`src/rtl/tlul_adapter_dev.sv`:
```
// tlul_adapter_dev: TL-UL responder bridging A/D channels to a single-outstanding req/ack register bus.
module tlul_adapter_dev #(
  parameter int AW  = 32,
  parameter int DW  = 32,
  parameter int AIW = 8,
  parameter int SZW = 2
) (
  input  logic              clk_i,
  input  logic              rst_ni,
  input  logic              a_valid_i,
  output logic              a_ready_o,
  input  logic [2:0]        a_opcode_i,
  input  logic [2:0]        a_param_i,
  input  logic [SZW-1:0]    a_size_i,
  input  logic [AIW-1:0]    a_source_i,
  input  logic [AW-1:0]     a_address_i,
  input  logic [DW/8-1:0]   a_mask_i,
  input  logic [DW-1:0]     a_data_i,
  output logic              d_valid_o,
  input  logic              d_ready_i,
  output logic [2:0]        d_opcode_o,
  output logic [SZW-1:0]    d_size_o,
  output logic [AIW-1:0]    d_source_o,
  output logic [DW-1:0]     d_data_o,
  output logic              d_error_o,
  output logic              req_o,
  output logic              we_o,
  output logic [AW-1:0]     addr_o,
  output logic [DW-1:0]     wdata_o,
  output logic [DW/8-1:0]   be_o,
  input  logic              ack_i,
  input  logic [DW-1:0]     rdata_i,
  input  logic              err_i
);
  localparam int DBW = DW / 8;
  localparam int OW  = $clog2(DBW);
  typedef enum logic [1:0] {IDLE, ACCESS, RESP} state_t;
  state_t state, state_n;
  logic is_get, we_q, err_q;
  logic [SZW-1:0] size_q;
  logic [AIW-1:0] source_q;
  logic [AW-1:0] addr_q;
  logic [DW-1:0] wdata_q, rdata_q;
  logic [DBW-1:0] be_q, win;
  logic [DBW:0] ones;
  logic [OW-1:0] off_mask;
  logic is_put, legal;
  // Lane window of the addressed 2^size bytes; out-of-range sizes are rejected separately.
  always_comb begin
    ones = ((DBW+1)'(1) << (32'd1 << a_size_i)) - (DBW+1)'(1);
    win = ones[DBW-1:0] << a_address_i[OW-1:0];
    off_mask = OW'((32'd1 << a_size_i) - 32'd1);
    is_put = a_opcode_i == 3'd0 || a_opcode_i == 3'd1;
    legal = (is_put || a_opcode_i == 3'd4) && a_param_i == 3'd0 && 32'(a_size_i) <= OW
         && (a_address_i[OW-1:0] & off_mask) == '0 && (a_mask_i & ~win) == '0
         && !(a_opcode_i == 3'd0 && a_mask_i != win) && !(is_put && a_mask_i == '0);
  end
  always_comb begin
    state_n = (state == IDLE && a_valid_i) ? (legal ? ACCESS : RESP)
            : (state == ACCESS && ack_i) ? RESP
            : (state == RESP && d_ready_i) ? IDLE : state;
  end
  always_ff @(posedge clk_i or negedge rst_ni) begin
    if (!rst_ni) state <= IDLE;
    else state <= state_n;
  end
  always_ff @(posedge clk_i or negedge rst_ni) begin
    if (!rst_ni) begin
      is_get <= 1'b0;
      we_q <= 1'b0;
      err_q <= 1'b0;
      size_q <= '0;
      source_q <= '0;
      addr_q <= '0;
      wdata_q <= '0;
      rdata_q <= '0;
      be_q <= '0;
    end else if (state == IDLE && a_valid_i) begin
      is_get <= a_opcode_i == 3'd4;
      we_q <= is_put;
      err_q <= !legal;
      size_q <= a_size_i;
      source_q <= a_source_i;
      addr_q <= {a_address_i[AW-1:OW], {OW{1'b0}}};
      wdata_q <= a_data_i;
      rdata_q <= '0;
      be_q <= (a_opcode_i == 3'd4) ? '1 : a_mask_i;
    end else if (state == ACCESS && ack_i) begin
      rdata_q <= rdata_i;
      err_q <= err_i;
    end
  end
  assign a_ready_o = rst_ni && state == IDLE;
  assign req_o = state == ACCESS;
  assign we_o = req_o && we_q;
  assign addr_o = req_o ? addr_q : '0;
  assign wdata_o = req_o ? wdata_q : '0;
  assign be_o = req_o ? be_q : '0;
  assign d_valid_o = state == RESP;
  assign d_opcode_o = {2'b00, d_valid_o && is_get};
  assign d_size_o = d_valid_o ? size_q : '0;
  assign d_source_o = d_valid_o ? source_q : '0;
  assign d_error_o = d_valid_o && err_q;
  assign d_data_o = (d_valid_o && is_get) ? (err_q ? '1 : rdata_q) : '0;
endmodule

```
`config.mk`:
```
export PLATFORM = sky130hd
export DESIGN_NAME = tlul_adapter_dev
export DESIGN_NICKNAME = d
export VERILOG_FILES = /design/src/rtl/tlul_adapter_dev.sv
export SDC_FILE = /design/constraint.sdc
export NUM_CORES = 1
export LEC_CHECK = 0
export BUFFER_PORTS_ARGS = -buffer_cell sky130_fd_sc_hd__buf_2
export CAP_MARGIN = 20
export CORE_ASPECT_RATIO = 0.5
export CORE_UTILIZATION = 40
export CTS_BUF_LIST = sky130_fd_sc_hd__clkbuf_4 sky130_fd_sc_hd__clkbuf_8
export CTS_CLUSTER_SIZE = 30
export DETAILED_ROUTE_END_ITERATION = 10
export GPL_TIMING_DRIVEN = 0
export PLACE_DENSITY = 0.7
export SYNTH_ARGS = -nofsm -noshare
export SYNTH_HDL_FRONTEND = slang
export SYNTH_SLANG_ARGS = --single-unit
```
`constraint.sdc`:
```
create_clock -name clk_i -period 3.3 [get_ports clk_i]
set_input_delay 0.66 -clock clk_i [delete_from_list [all_inputs] [get_ports clk_i]]
set_output_delay 0.66 -clock clk_i [all_outputs]
set_load 0.02 [all_outputs]
```
==> reports/results.ini <==
[clock_tree]
cts_sinks=113
htreeDepth=4
cts_tree=built
clk_pin_slew_ns=0.07
cts-hold-fix-buffers=0
insertion_delay_ns=0.42
ctsResizeCount=0
cts_buffers=17
cts_max_path_buffers=2
cts-root-buf=clkbuf_8
cts_setup_buffers=0

[placed_design]
dp_hpwl_um=10100
place_area_mm2=0.00664
gp_congestion=0.775
port_buffers=235

[grt]
grt-ovfl-total=0
grt_max_degree=84
grt_antenna_before_repair=0
grt_use_total_pct=20.1
grt_pass1_wl_um=20600
grt_pass1_vias=4195

[critical_path]
crit_arrival_ns=2.17
cp_common_cell=buf_2
crit_chain=inv_1, nor2_2, buf_2, clkbuf_1, and2_1, buf_2
cp_max_fo=10
ff2ff_setup_slack_ns=1.54
end_kind=output port
startpoint_type=register
required_ns=2.64
slowest_stage=dfrtp_1
crit_type=register to output port
worst_path_largest_cell_delay_ns=0.46

[detailed_routing]
routedWlPerCell_um=13.4
antenna_left=0
first_iter_violations=273
routed_wirelength_um=13800
vias_per_cell=4.59
dr.pass1.iters=4
remaining_drc_errors=0
vias=4759

[sta]
period_share_pct=85.8
rsz0062_at_grt=false
fmaxAchievable_ghz=0.353
min_period_ns=2.83
slew_viol_final=0
fin_setup_tns_ns=0
setup_viol=0
fin_skew_ns=0.00907
report.final.hold_viol_count=0

[final_layout]
area_growth_pct=35.7
diodes=0
fin_nets=979
fin_area_mm2=0.00706
drive_gt1_share_pct=34.2

[synth]
synth.top_cell.area_share_pct=54.3
synth_edf_count=0
yosysWarnings=0
ys_seq_area_share_pct=54.3
synth.area.top_cells=dfrtp_1, nand2_1, and2_1, a22o_1, nor2_1
syn_area_per_cell_um2=8.75
async_reset_ff_share_pct=100
ys_ff_latch=113
syn_area_mm2=0.00521
ys.flop_type=dfrtp_1
synth_cell_types=37
synth_area_leader_cell=dfrtp_1
synthCells=595

[floorplan]
io_pins=240
die_area_mm2=0.0135
die_w_um=163
core_area_mm2=0.0127
start_util_pct=41.1
rows=29
die_height_um=82.7

[power_and_ir_drop]
power_leakage_nw=4.13
powerDensity_mw_per_mm2=791
ir_worst_vdd_mv=0.311

[job]
drv_cap=0

[status]
status=finished, final reports clean

[worst_hold_path]
min_path_type=input port to asynchronous set/reset pin

logic make-up after synthesis:
family	count (synthesis)	synth area share, %
AND/OR/NAND/NOR	382	32.6
flip-flops	113	54.3
AO/OA/AOI/OAI	51	8.05
buffers and inverters	44	4.01
adder cells (fa/ha/maj)	4	0.961
other	1	0.0720
registers in the layout, summed over array words and instances (netlist names), 2 cells and up:
register	flops
be_q	4
wdata_q	32
source_q	8
addr_q	30
rdata_q	32
size_q	2
state	2
report_power, final:
part | total, mW | switching (mW) | internal [mW]
Clock | 1.39 | 0.569 | 0.819
Combinational | 1.94 | 1.20 | 0.746
Sequential | 2.26 | 0.286 | 1.97
Total | 5.59 | 2.05 | 3.54
critical path, delay by kind of cell, from the launching register on:
family / cells / cell delay [ns]
buf+inv: 4 / 0.85
flops: 1 / 0.46
simple gates: 2 / 0.44
synth_stat cells (2+ instances only):
cell	number
o31ai_1	2
clkbuf_1	21
a21oi_1	3
and2_1	79
o22a_1	4
buf_2	13
or2_2	2
buf_4	7
ha_1	4
nor2_1	65
nand2_1	223
or3b_1	2
inv_1	2
dfrtp_1	113
nor4_1	2
a22o_1	32
cell usage in the layout (no fill, tap or decap), types with 2 or more instances in the layout:
cell        instances
a21oi_1             3
a22o_1             32
and2_1             79
buf_2             247
buf_4               7
bufinv_16           3
clkbuf_1           21
clkbuf_4            2
clkbuf_8           20
clkinv_2            4
clkinvlp_4          3
conb_1              4
dfrtp_1           113
ha_1                4
inv_1               2
nand2_1           223
nor2_1             65
nor4_1              2
o22a_1              4
o31ai_1             2
or2_2               2
or3b_1              2
layout make-up:
type                            count  area [um2]
Buffer                             42         201
Timing Repair Buffer              236        1210
Sequential cell                   113        2830
Multi-Input combinational cell    441        2180
Tap cell                          170         213
Fill cell                        1192        5600
Clock inverter                     10         133
Clock buffer                       22         290
Inverter                            2        7.51
layer usage:
metal / GRT usage (%) / vias to the layer above / routed length, um
li1: - / 2396 / -
met1: 25.7 / 2233 / 6320
met2: 33.9 / 113 / 6790
met3: 4.25 / 17 / 534
met4: 7.48 / 0 / 191
met5: 0 / - / 0
per-stage QoR:
stage                     util (%)  setup slack (ns)  hold WS, ns  total power, mW  cells
after detailed placement      52.4             0.869        0.454             4.24   1004
after global routing          55.8             0.248        0.103             6.03   1036
final                         55.8             0.470        0.114             5.59   1036
after CTS                     55.8             0.415        0.101             5.64   1036
after global placement        52.2            -0.467        0.450             4.18   1003
after floorplan                  -              1.27        0.364             3.58    598
worst paths after layout:
kind,cells past startpoint,from,endpoint
hold / removal,1,rst_ni,rdata_q[3]
setup / recovery,6,state[0],wdata_o[7]
setup reg to reg,4,state[1],be_q[1]
max in group asynchronous,2,rst_ni,addr_q[6]
hold reg to reg,2,addr_q[28],addr_q[28]
min in group clk_i,3,a_address_i[14],addr_q[14]
Power figures use the tool's default switching activity.
